===== src/rtl/alu_exec_unit.sv =====
// alu_exec_unit: handshaked ALU execute stage with registered result and flags.
// Logic/arith ops finish in one cycle, shifts iterate one bit per cycle, and
// an optional shift-add multiply is built only when ALU_MUL_EN is defined.
// flags = {C, L, F, Z, N}; a separate carry register feeds ADDC/ADDCU chains.
//
// state   | meaning
// --------+-----------------------------------------------------------
// S_IDLE  | waiting for in_valid, in_ready=1
// S_SHIFT | iterating a shift, one bit per cycle
// S_MUL   | shift-add multiply, WIDTH iterations (ALU_MUL_EN only)
// S_DONE  | out/flags valid and held until out_ready
module alu_exec_unit #(
  parameter int WIDTH = 16,
  parameter int SHW   = 4
) (
  input  logic             clk,
  input  logic             rst_n,
  input  logic             in_valid,
  output logic             in_ready,
  input  logic [3:0]       op,
  input  logic [3:0]       exop,
  input  logic [WIDTH-1:0] Rdest,
  input  logic [WIDTH-1:0] Rsrc,
  output logic             out_valid,
  input  logic             out_ready,
  output logic [WIDTH-1:0] out,
  output logic [4:0]       flags
);

`ifdef ALU_MUL_EN
  typedef enum logic [1:0] {S_IDLE, S_SHIFT, S_DONE, S_MUL} state_t;
`else
  typedef enum logic [1:0] {S_IDLE, S_SHIFT, S_DONE} state_t;
`endif
  typedef enum logic [1:0] {K_ONE, K_SHIFT, K_MUL} kind_t;

  localparam logic [3:0] OP_R     = 4'b0000;
  localparam logic [3:0] OP_SHIFT = 4'b1000;
  localparam logic [1:0] SH_LEFT  = 2'd0;
  localparam logic [1:0] SH_LRGT  = 2'd1;
  localparam logic [1:0] SH_ARGT  = 2'd2;
  localparam logic [SHW:0] CNT_ONE = (SHW+1)'(1);

  state_t           state;
  logic [WIDTH-1:0] out_q;
  logic [4:0]       flags_q;
  logic             carry_q;
  logic             out_valid_q;
  logic [WIDTH-1:0] sh_reg;
  logic [SHW:0]     sh_cnt;
  logic [1:0]       sh_mode;
  logic [WIDTH-1:0] sh_next;

  logic [WIDTH:0]   sum;
  logic [WIDTH-1:0] res_c;
  logic [4:0]       flg_c;
  logic             cry_c;
  logic             use_cin;
  logic             ovf;
  logic             is_shift;
  kind_t            kind_c;
  logic [1:0]       mode_c;

`ifdef ALU_MUL_EN
  localparam logic [SHW:0] MUL_ITERS = (SHW+1)'(WIDTH);
  logic [2*WIDTH-1:0] mul_acc;
  logic [2*WIDTH-1:0] mul_mcand;
  logic [WIDTH-1:0]   mul_mplier;
  logic [2*WIDTH-1:0] mul_next;
`endif

  // Z/N from a result with C, L, F cleared
  function automatic logic [4:0] zn(input logic [WIDTH-1:0] r);
    return {3'b000, r == '0, r[WIDTH-1]};
  endfunction

  assign in_ready  = (state == S_IDLE) | ((state == S_DONE) & out_ready);
  assign out_valid = out_valid_q;
  assign out       = out_q;
  assign flags     = flags_q;

  // Decode the incoming op: one-cycle result/flags/carry, or which iterative op to start
  always_comb begin
    sum      = '0;
    res_c    = '0;
    flg_c    = flags_q;
    cry_c    = carry_q;
    use_cin  = 1'b0;
    ovf      = 1'b0;
    is_shift = 1'b0;
    kind_c   = K_ONE;
    mode_c   = SH_LEFT;
    if (op == OP_R) begin
      case (exop)
        4'b0001: begin res_c = Rdest & Rsrc; flg_c = zn(res_c); end
        4'b0010: begin res_c = Rdest | Rsrc; flg_c = zn(res_c); end
        4'b0011: begin res_c = Rdest ^ Rsrc; flg_c = zn(res_c); end
        4'b0100: begin res_c = ~Rdest;       flg_c = zn(res_c); end
        4'b0101, 4'b0110, 4'b0111, 4'b1010: begin
          use_cin = (exop == 4'b0111) | (exop == 4'b1010);
          sum     = {1'b0, Rdest} + {1'b0, Rsrc} + {{WIDTH{1'b0}}, use_cin & carry_q};
          res_c   = sum[WIDTH-1:0];
          ovf     = ((exop == 4'b0101) | (exop == 4'b0111)) &
                    (Rdest[WIDTH-1] == Rsrc[WIDTH-1]) & (res_c[WIDTH-1] != Rdest[WIDTH-1]);
          cry_c   = sum[WIDTH];
          flg_c   = {sum[WIDTH], 1'b0, ovf, res_c == '0, res_c[WIDTH-1]};
        end
        4'b1001: begin
          sum   = {1'b0, Rdest} - {1'b0, Rsrc};
          res_c = sum[WIDTH-1:0];
          ovf   = (Rdest[WIDTH-1] != Rsrc[WIDTH-1]) & (res_c[WIDTH-1] != Rdest[WIDTH-1]);
          cry_c = sum[WIDTH];
          flg_c = {sum[WIDTH], 1'b0, ovf, res_c == '0, res_c[WIDTH-1]};
        end
        4'b1011, 4'b1000: begin
          flg_c = {1'b0, Rdest < Rsrc, 1'b0, Rdest == Rsrc, $signed(Rdest) < $signed(Rsrc)};
        end
`ifdef ALU_MUL_EN
        4'b1110: kind_c = K_MUL;
`endif
        default: ;
      endcase
    end else if (op == OP_SHIFT) begin
      case (exop)
        4'b0100, 4'b0110: begin is_shift = 1'b1; mode_c = SH_LEFT; end
        4'b0101:          begin is_shift = 1'b1; mode_c = SH_LRGT; end
        4'b0011:          begin is_shift = 1'b1; mode_c = SH_ARGT; end
        default: ;
      endcase
      if (is_shift) begin
        if (Rsrc[SHW-1:0] == '0) begin
          res_c = Rdest;
          flg_c = zn(Rdest);
        end else begin
          kind_c = K_SHIFT;
        end
      end
    end
  end

  // One-bit shift step for the iterating shifter
  always_comb begin
    case (sh_mode)
      SH_LEFT: sh_next = {sh_reg[WIDTH-2:0], 1'b0};
      SH_LRGT: sh_next = {1'b0, sh_reg[WIDTH-1:1]};
      default: sh_next = {sh_reg[WIDTH-1], sh_reg[WIDTH-1:1]};
    endcase
  end

`ifdef ALU_MUL_EN
  // Shift-add step: accumulate the multiplicand when the current multiplier bit is set
  always_comb begin
    mul_next = mul_mplier[0] ? (mul_acc + mul_mcand) : mul_acc;
  end
`endif

  // Control FSM with registered result, flags, carry and handshake state
  always_ff @(posedge clk) begin
    if (!rst_n) begin
      state       <= S_IDLE;
      out_q       <= '0;
      flags_q     <= '0;
      carry_q     <= 1'b0;
      out_valid_q <= 1'b0;
      sh_reg      <= '0;
      sh_cnt      <= '0;
      sh_mode     <= SH_LEFT;
`ifdef ALU_MUL_EN
      mul_acc     <= '0;
      mul_mcand   <= '0;
      mul_mplier  <= '0;
`endif
    end else begin
      case (state)
        S_SHIFT: begin
          sh_reg <= sh_next;
          sh_cnt <= sh_cnt - CNT_ONE;
          if (sh_cnt == CNT_ONE) begin
            state       <= S_DONE;
            out_valid_q <= 1'b1;
            out_q       <= sh_next;
            flags_q     <= zn(sh_next);
          end
        end
`ifdef ALU_MUL_EN
        S_MUL: begin
          mul_acc    <= mul_next;
          mul_mcand  <= {mul_mcand[2*WIDTH-2:0], 1'b0};
          mul_mplier <= {1'b0, mul_mplier[WIDTH-1:1]};
          sh_cnt     <= sh_cnt - CNT_ONE;
          if (sh_cnt == CNT_ONE) begin
            state       <= S_DONE;
            out_valid_q <= 1'b1;
            out_q       <= mul_next[WIDTH-1:0];
            flags_q     <= {|mul_next[2*WIDTH-1:WIDTH], 2'b00,
                            mul_next[WIDTH-1:0] == '0, mul_next[WIDTH-1]};
          end
        end
`endif
        S_DONE: begin
          if (out_ready) begin
            state       <= S_IDLE;
            out_valid_q <= 1'b0;
          end
        end
        default: ;
      endcase

      // A new accept overrides the DONE->IDLE drain in the same cycle
      if (in_valid && in_ready) begin
        case (kind_c)
          K_SHIFT: begin
            state       <= S_SHIFT;
            out_valid_q <= 1'b0;
            sh_reg      <= Rdest;
            sh_cnt      <= {1'b0, Rsrc[SHW-1:0]};
            sh_mode     <= mode_c;
          end
`ifdef ALU_MUL_EN
          K_MUL: begin
            state       <= S_MUL;
            out_valid_q <= 1'b0;
            mul_acc     <= '0;
            mul_mcand   <= {{WIDTH{1'b0}}, Rdest};
            mul_mplier  <= Rsrc;
            sh_cnt      <= MUL_ITERS;
          end
`endif
          default: begin
            state       <= S_DONE;
            out_valid_q <= 1'b1;
            out_q       <= res_c;
            flags_q     <= flg_c;
            carry_q     <= cry_c;
          end
        endcase
      end
    end
  end

endmodule


===== config.mk =====
export PLATFORM = sky130hd
export DESIGN_NAME = alu_exec_unit
export DESIGN_NICKNAME = d
export VERILOG_FILES = /design/src/rtl/alu_exec_unit.sv
export SDC_FILE = /design/constraint.sdc
export NUM_CORES = 1
export LEC_CHECK = 0
export CAP_MARGIN = 40
export CORE_MARGIN = 8
export CORE_UTILIZATION = 40
export CTS_BUF_LIST = sky130_fd_sc_hd__clkbuf_8
export CTS_CLUSTER_DIAMETER = 120
export DETAILED_ROUTE_END_ITERATION = 12
export GPL_TIMING_DRIVEN = 0
export PLACE_DENSITY = 0.62
export SYNTH_ARGS = -nofsm -noshare
export SYNTH_HDL_FRONTEND = slang
export SYNTH_SLANG_ARGS = --single-unit
export TNS_END_PERCENT = 30

===== constraint.sdc =====
create_clock -name clk -period 4.9 [get_ports clk]
set_input_delay 0.49 -clock clk [delete_from_list [all_inputs] [get_ports clk]]
set_output_delay 0.49 -clock clk [all_outputs]
set_load 0.01 [all_outputs]

---- After elaboration in Yosys (flattened, before gate mapping) ----
Index checks and enable logic that the tools add are counted.
storage, ports and cells
  flip-flop bits (word level) ............. 48
  logic and storage cells ................. 123
  input bits .............................. 44
cells by class
  reduce and logical (&&, ||, !) cells .... 22
  eq/ne operators ......................... 28
  multiplexer cells ....................... 46
  bitwise operators ....................... 13
  order comparisons ....................... 2
  $add $sub $neg .......................... 4
operator list
  operator                                                                  number
  16-bit 2-to-1 mux                                                         11
  16-bit logical NOT                                                        8
  16-bit one-hot mux with 6 select lines                                    1
  5-bit 2-to-1 mux                                                          11
  5-bit one-hot mux with 7 select lines                                     1
  16-bit less-than comparator                                               2
  16-bit one-hot mux with 2 select lines                                    1
  4-bit equality test, second input constant                                5
  16-bit by 16-bit adder with 17-bit output                                 1
  17-bit by 1-bit adder with 17-bit output                                  1
  16-bit by 16-bit subtractor with 17-bit output                            1
  16-bit AND                                                                1
  16-bit equality test                                                      1
  4-bit by 3-bit equality test with 1-bit output, second input constant     4
  16-bit inverter                                                           1
  16-bit OR                                                                 1
  16-bit bitwise XOR                                                        1
  2-bit 2-to-1 mux                                                          6
  4-bit by 3-bit inequality test with 1-bit output, second input constant   3
  1-bit 2-to-1 mux                                                          11
  10-bit by 2-bit inequality test with 1-bit output, second input constant  1
  4-bit by 2-bit equality test with 1-bit output, second input constant     2
  4-bit logical NOT                                                         2
  2-bit one-hot mux with 2 select lines                                     2
  other kinds (22)                                                          36

---- Depth between registers and ports, before layout ----
Gate-level depths: netlist of run 1.
  depth in word-level cells ............... 11
  depth in mapped cells ................... 16
  mapped depth without buffers ............ 15

---- Least setup slack after synthesis of run 1 ----
Ideal clock, no wire load.
  path kind ............................... input to register
  start ................................... input exop[3]
  end ..................................... register out_q[12], in the netlist out[12]
  setup slack ............................. 1333 ps
  arrival ................................. 3429 ps
  required time ........................... 4762 ps
  stages .................................. 16
  path buffers ............................ 1
  setup time .............................. 138 ps
  cells stage by stage .................... inv_1 > ha_1 > clkbuf_1 > nand2_1 > a21oi_1 > fa_1 > inv_1 > fa_1 > nand2b_1 > a21oi_1 > o21ai_1 > o21ai_1 > a31oi_1 > xnor2_1 > a2111oi_0 > o22ai_1
on the way
  longest elaborated chain between the ends .. 11
RTL lines
  what                                                                                              RTL line  source
  start, declared                                                                                   21        input logic [3:0] exop,
  parallel branches: the longest is 9 deep, another holds 17-bit by 1-bit adder with 17-bit output  -
  16-bit 2-to-1 mux (*)                                                                             211       case (kind_c)
  16-bit 2-to-1 mux (*)                                                                             210       if (in_valid && in_ready) begin
  end signal, assigned                                                                              181       out_q <= sh_next;
  end signal, assigned                                                                              232       out_q <= res_c;
  end, declared                                                                                     45        logic [WIDTH-1:0] out_q;
Every way passes the cells marked *. The select of a mux whose other input is x is not followed.
A chain may end at the register's enable or synchronous reset.

---- Final worst setup path of run 1 ----
  start ................................... input exop[3]
  end ..................................... register out_q[10], in the netlist out[10]
The elaborated chain is that of the path after synthesis.

==> impl_metrics.yaml, run 1 <==
synthesis:
  synth.yosys.seq_area_share_pct: 16.1
  ys_types: 74
  synthArstFlopShare_pct: 0
  warnings_synthesis: 0
  synth_area_um2: 5830
  postSynth.topFlopCell: "dfxtp_1"
  yosys_register_bits: 47
  syn_area_per_cell_um2: 7.16
  cell_taking_the_most_area_after_synthesis: "dfxtp_1"
  postSynthNetCount: 918
  synth_top_area_share_pct: 16.1
  synth_enable_flop_cells: 0
  synth.most_common_cell: "a21oi_1"
  list_of_most_frequent_post_synthesis_cells: "77 x a21oi_1, 69 x nand2_1, 66 x nor2_1"
  synthCells: 815
  synthTopCellsByArea: "dfxtp_1 16%, ha_1 12%, a21oi_1 6.6%, nand2_1 4.4%, nor2_1 4.2%"
floorplan:
  dieArea_um2: 18700
  ioPinCount: 67
  placeableCoreArea_um2: 14400
  placement_rows: 44
  start_util_pct: 40.6
  die_width_um: 137
  vertical_die_dimension_um: 137
sta:
  tightest_slew_ns: 0.781
  max_clock_freq_mhz: 214
  postLayoutSetupSlackWorst_ns: 0.232
  rsz0062_at_grt: "no"
  hold_violation_total_from_the_final_report: 0
  slew_headroom_pct: 47.7
  setup_violations: 0
  finalCritPeriodShare_pct: 95.3
  layout_min_cycle_time_ns: 4.67
  fin_skew_ns: 0.00550
  slew_violations: 0
clock_tree:
  clk_latency_ns: 0.31
  cts_tree: "built"
  total_of_hold_buffers_inserted_after_clock_tree_synthesis: 0
  cts_setup_buffers: 0
  cts_resized: 0
  ctsHtreeMaxLevel: 2
  clockRootBuffer: "clkbuf_8"
  cts_buffer_depth: 2
  clk_transition_reported_paths_ns: 0.09
  cts_inserted_buffers: 5
  cts.sinks: 47
critical_path:
  ff2ff_setup_slack_ns: 1.19
  critical_path_class: "in2reg"
  crit_buf_inv: 4
  worst_setup_path_start_kind: "input pin"
  timing.critical_path.required_ns: 5.08
  critical_path_arrival_ns: 4.84
  end_kind: "register"
  slowest_delay_ns: 0.44
  timing.critical_path.fanout_max: 8
  path_cells: "clkdlybuf4s50_1, inv_1, ha_1, clkbuf_1, nand2_1, a21oi_2, fa_1, inv_1, fa_1, nand2b_1, a21oi_1, o21ai_1, o21ai_1, xor2_1, a221o_1, a221oi_1, nor3_1"
  crit_slowest_cell: "fa_1"
  cpLargestDelayFamily: "compound AO/OA/AOI/OAI gates"
cells_and_area:
  final_net_count: 994
  layout_cell_share_with_drive_strength_beyond_1_pct: 3.59
  fill_cells: 1488
  antennaDiodeCount: 0
  fin_area_um2: 6860
  area_growth_syn_to_layout_pct: 17.5
  final_core_utilization_pct: 47.7
global_route:
  initial_antenna_violation_count: 0
  overflow: 0
  grt_start_max_net_pins: 15
  first_pass_grt_wire_length_mm: 34.8
  track_usage_pct: 23.5
  first_global_vias: 6354
drt:
  detail_route.iter0.violations: 780
  drtPass1Iterations: 6
  drt_drc_violations_left: 0
  met1_length_mm: 9.83
  drtAntennaViolNets: 0
  routed-via-count: 6681
  met2_wirelength_mm: 9.93
  routedWlPerCell_um: 20.7
  vias_per_cell: 6.21
  highest_layer: "met4"
  postRouteWirelength_mm: 22.2
  met3_wirelength_mm: 1.53
pwr:
  total_power_mw: 1.23
  power.static_leakage_nw: 2.59
  power-per-cell-area_nw_per_um2: 179
  max-vdd-ir-drop_mv: 0.106
min_path:
  hp-class: "reg2reg"
placement:
  place_worst_setup_slack_ns: -0.180
  gp_congestion: 0.997
  post-dp-hpwl_mm: 17.9
  placed_area_um2: 6750
  buffer_ports.inserted: 66
run:
  max_capacitance_violation_total: 0
run_status:
  outcome: "complete, no violations"
where the power goes:
part | switching (mW) | leakage, nW | internal, mW | total [mW]
Sequential | 0.00892 | 0.381 | 0.395 | 0.404
Combinational | 0.349 | 2.16 | 0.222 | 0.572
Clock | 0.137 | 0.0526 | 0.114 | 0.250
Total | 0.495 | 2.59 | 0.731 | 1.23
worst reg2reg max path, delay by kind of cell (launching register included):
family                   cells  cell delay, ns
XOR/XNOR                     1            0.15
flip-flops                   1            0.33
adder cells (fa/ha/maj)      2            0.71
AO/OA/AOI/OAI                6            1.96
AND/OR/NAND/NOR              3            0.36
buffers and inverters        1            0.07
cells by family (layout without fill, tap and decap cells):
family | count (synthesis) | in the layout | synth area share, %
adder cells (fa/ha/maj) | 59 | 59 | 13.0
AND/OR/NAND/NOR | 274 | 274 | 23.7
flip-flops | 47 | 47 | 16.1
multiplexers | 17 | 17 | 2.92
buffers and inverters | 111 | 188 | 7.40
XOR/XNOR | 20 | 20 | 3.00
AO/OA/AOI/OAI | 287 | 287 | 33.8
cells in the final DEF (no fill, tap or decap), types with 8 or more instances in the layout:
cell type,count
nor2b_1,8
nor3_1,33
o31ai_1,10
nand4_1,12
inv_1,56
o211ai_1,22
ha_1,56
nand2_1,69
nand3_1,12
mux2i_1,17
dfxtp_1,47
a21oi_1,76
clkbuf_1,43
o22ai_1,18
o21a_1,9
a211oi_1,21
o21ai_0,20
o21ai_1,18
xnor2_1,14
a21o_1,8
nor4_1,25
a221oi_1,15
clkdlybuf4s50_1,66
nor2_1,66
final timing paths:
kind | to | from | cells after the start
worst max register to register | out[10]$_SDFF_PN0_ | carry_q$_SDFFE_PN0P_ | 13
worst min-delay path | flags[2]$_SDFFE_PN0P_ | flags[2]$_SDFFE_PN0P_ | 2
worst min register to register | flags[2]$_SDFFE_PN0P_ | flags[2]$_SDFFE_PN0P_ | 2
worst max-delay path | out[10]$_SDFF_PN0_ | exop[3] | 17
area by class of cell:
type,instances,area [µm²],area share [%]
plain buffers,54,218,3.18
clock buffers,6,82.6,1.20
clock inverters,2,12.5,0.183
inverters,57,214,3.12
multi-input cells,657,4470,65.2
flip-flops and latches,47,941,13.7
well taps,184,230,3.36
repair buffers,69,687,10.0
through the flow:
step           hold WS [ns]  TNS, ns  std cells
2_1_floorplan         0.465        0        815
3_3_place_gp          0.480   -0.248       1065
3_5_place_dp          0.465   -0.242       1068
4_1_cts               0.477        0       1076
5_1_grt               0.508        0       1076
6_report              0.473        0       1076
per-layer routing:
layer  track usage (%)  vias to the layer above
li1                  -                     3202
met1              31.2                     3083
met2              37.2                      336
met3              2.72                       60
met4              11.2                        0
met5                 0                        -
(Power assumes the default switching activity.)
==> run 2: changes to the inputs <==
--- a/config.mk
+++ b/config.mk
@@ -11,7 +11,7 @@
 export CTS_BUF_LIST = sky130_fd_sc_hd__clkbuf_8
 export CTS_CLUSTER_DIAMETER = 120
 export DETAILED_ROUTE_END_ITERATION = 12
-export GPL_TIMING_DRIVEN = 0
+export HOLD_SLACK_MARGIN = 0.08
 export PLACE_DENSITY = 0.62
 export SYNTH_ARGS = -nofsm -noshare
 export SYNTH_HDL_FRONTEND = slang
==> impl_metrics.yaml, run 2 (synthesis results as in run 1) <==
clock_tree:
  cts_inserted_buffers: 5
  ctsHtreeMaxLevel: 2
  cts.sinks: 47
  cts_resized: 0
  cts_buffer_depth: 2
  clockRootBuffer: "clkbuf_8"
  cts_setup_buffers: 0
  clk_latency_ns: 0.32
  cts_tree: "built"
  total_of_hold_buffers_inserted_after_clock_tree_synthesis: 0
  clk_transition_reported_paths_ns: 0.09
cells_and_area:
  area_growth_syn_to_layout_pct: 16.2
  layout_cell_share_with_drive_strength_beyond_1_pct: 5.36
  mostFrequentLayoutCell: "a21oi_1"
  antennaDiodeCount: 0
  instances_no_fill: 1043
  final_net_count: 961
  final_core_utilization_pct: 47.2
  layout_common_cells: "77 x a21oi_1, 69 x nand2_1, 66 x nor2_1, 66 x clkdlybuf4s50_1, 56 x ha_1"
sta:
  hold_violation_total_from_the_final_report: 0
  finalCritPeriodShare_pct: 89.9
  fin_skew_ns: 0.0127
  slew_violations: 0
  postLayoutSetupSlackWorst_ns: 0.497
  tightest_slew_ns: 0.899
  rsz0062_at_grt: "no"
  layout_min_cycle_time_ns: 4.40
  fin_setup_tns_ns: 0
  setup_violations: 0
  max_clock_freq_mhz: 227
  slew_headroom_pct: 39.9
floorplan:
  die_width_um: 137
  start_util_pct: 40.6
  vertical_die_dimension_um: 137
  dieArea_um2: 18700
  ioPinCount: 67
  placement_rows: 44
  placeableCoreArea_um2: 14400
global_route:
  first_pass_grt_wire_length_mm: 34.2
  initial_antenna_violation_count: 0
  track_usage_pct: 22.9
  grt_start_max_net_pins: 39
  overflow: 0
  first_global_vias: 6058
drt:
  vias_per_cell: 6.29
  routedWlPerCell_um: 20.8
  postRouteWirelength_mm: 21.6
  drtAntennaViolNets: 0
  detail_route.iter0.violations: 891
  routed-via-count: 6558
  drtPass1Iterations: 6
  drt_drc_violations_left: 0
run_status:
  outcome: "complete, no violations"
placement:
  post-dp-hpwl_mm: 16.8
  place.detailed.instances: 1034
  buffer_ports.inserted: 66
  place_worst_setup_slack_ns: 0.222
  gp_congestion: 0.950
pwr:
  max-vdd-ir-drop_mv: 0.103
  power-per-cell-area_nw_per_um2: 179
  power.static_leakage_nw: 2.60
critical_path:
  cp_num_cells: 16
  worst-r2r-cell-count: 13
  slowest_delay_ns: 0.55
  cpLargestDelayFamily: "compound AO/OA/AOI/OAI gates"
  timing.critical_path.required_ns: 5.08
  critical_path_class: "in2reg"
  end_kind: "register"
  crit_slowest_cell: "a2111oi_0"
  critical_path_arrival_ns: 4.58
  worst_setup_path_start_kind: "input pin"
  timing.critical_path.fanout_max: 8
  path_cells: "clkdlybuf4s50_1, inv_1, ha_1, nand2_1, a21oi_1, fa_1, inv_1, fa_1, nand2b_1, a21oi_1, o21ai_1, o21ai_1, a31oi_1, xnor2_1, a2111oi_0, o22ai_1"
  crit_buf_inv: 3
min_path:
  min_delay_path_depth: 2
  hp-class: "reg2reg"
run:
  max_capacitance_violation_total: 0
-- run 2: routing by layer --
| layer | part of all wire (%) | global-route usage, % | wire (µm) | vias up |
|---|---|---|---|---|
| met2 | 44 | 34.7 | 9480 | 343 |
| met4 | 2.8 | 8.30 | 601 | 0 |
| li1 | - | - | - | 3140 |
| met5 | 0 | 0 | 0 | - |
| met3 | 8.4 | 2.94 | 1820 | 43 |
| met1 | 45 | 32.3 | 9740 | 3032 |
-- run 2: final cells by class --
| class | count | area [µm²] |
|---|---|---|
| fill | 1460 | 7590 |
| multi-input combinational | 657 | 4470 |
| sequential | 47 | 941 |
| timing repair buffer | 90 | 838 |
| tap | 184 | 230 |
| inverter | 57 | 214 |
| clock buffer | 5 | 68.8 |
| clock inverter | 3 | 20.0 |
-- run 2: path summary, 6_finish.rpt --
| check | start | endpoint | slack (ns) |
|---|---|---|---|
| setup / recovery | exop[3] | out[12]$_SDFF_PN0_ | 0.50 |
| setup reg to reg | carry_q$_SDFFE_PN0P_ | out[12]$_SDFF_PN0_ | 1.30 |
| hold reg to reg | flags[2]$_SDFFE_PN0P_ | flags[2]$_SDFFE_PN0P_ | 0.47 |
| hold / removal | flags[2]$_SDFFE_PN0P_ | flags[2]$_SDFFE_PN0P_ | 0.47 |
-- run 2: worst reg2reg max path, cell delays in order (launching register included) --
cell and delay [ns]:
dfxtp_1 0.34, nand2_1 0.05, a21oi_1 0.26, fa_1 0.27, inv_1 0.06, fa_1 0.43, nand2b_1 0.19, a21oi_1 0.28
o21ai_1 0.20, o21ai_1 0.36, a31oi_1 0.16, xnor2_1 0.17, a2111oi_0 0.55, o22ai_1 0.16
-- run 2: metrics by stage --
stage          hold slack, ns  instance area (µm²)  total power [mW]
3_3_place_gp            0.458                 6670             0.961
2_1_floorplan           0.465                 5830             0.764
6_report                0.474                 6780              1.21
4_1_cts                 0.478                 6770              1.20
5_1_grt                 0.518                 6780              1.28
3_5_place_dp            0.466                 6680             0.960
-- run 2: power by group --
group	switching (mW)	internal (mW)
combinational	0.337	0.223
sequential	0.00985	0.395
clock	0.145	0.0996
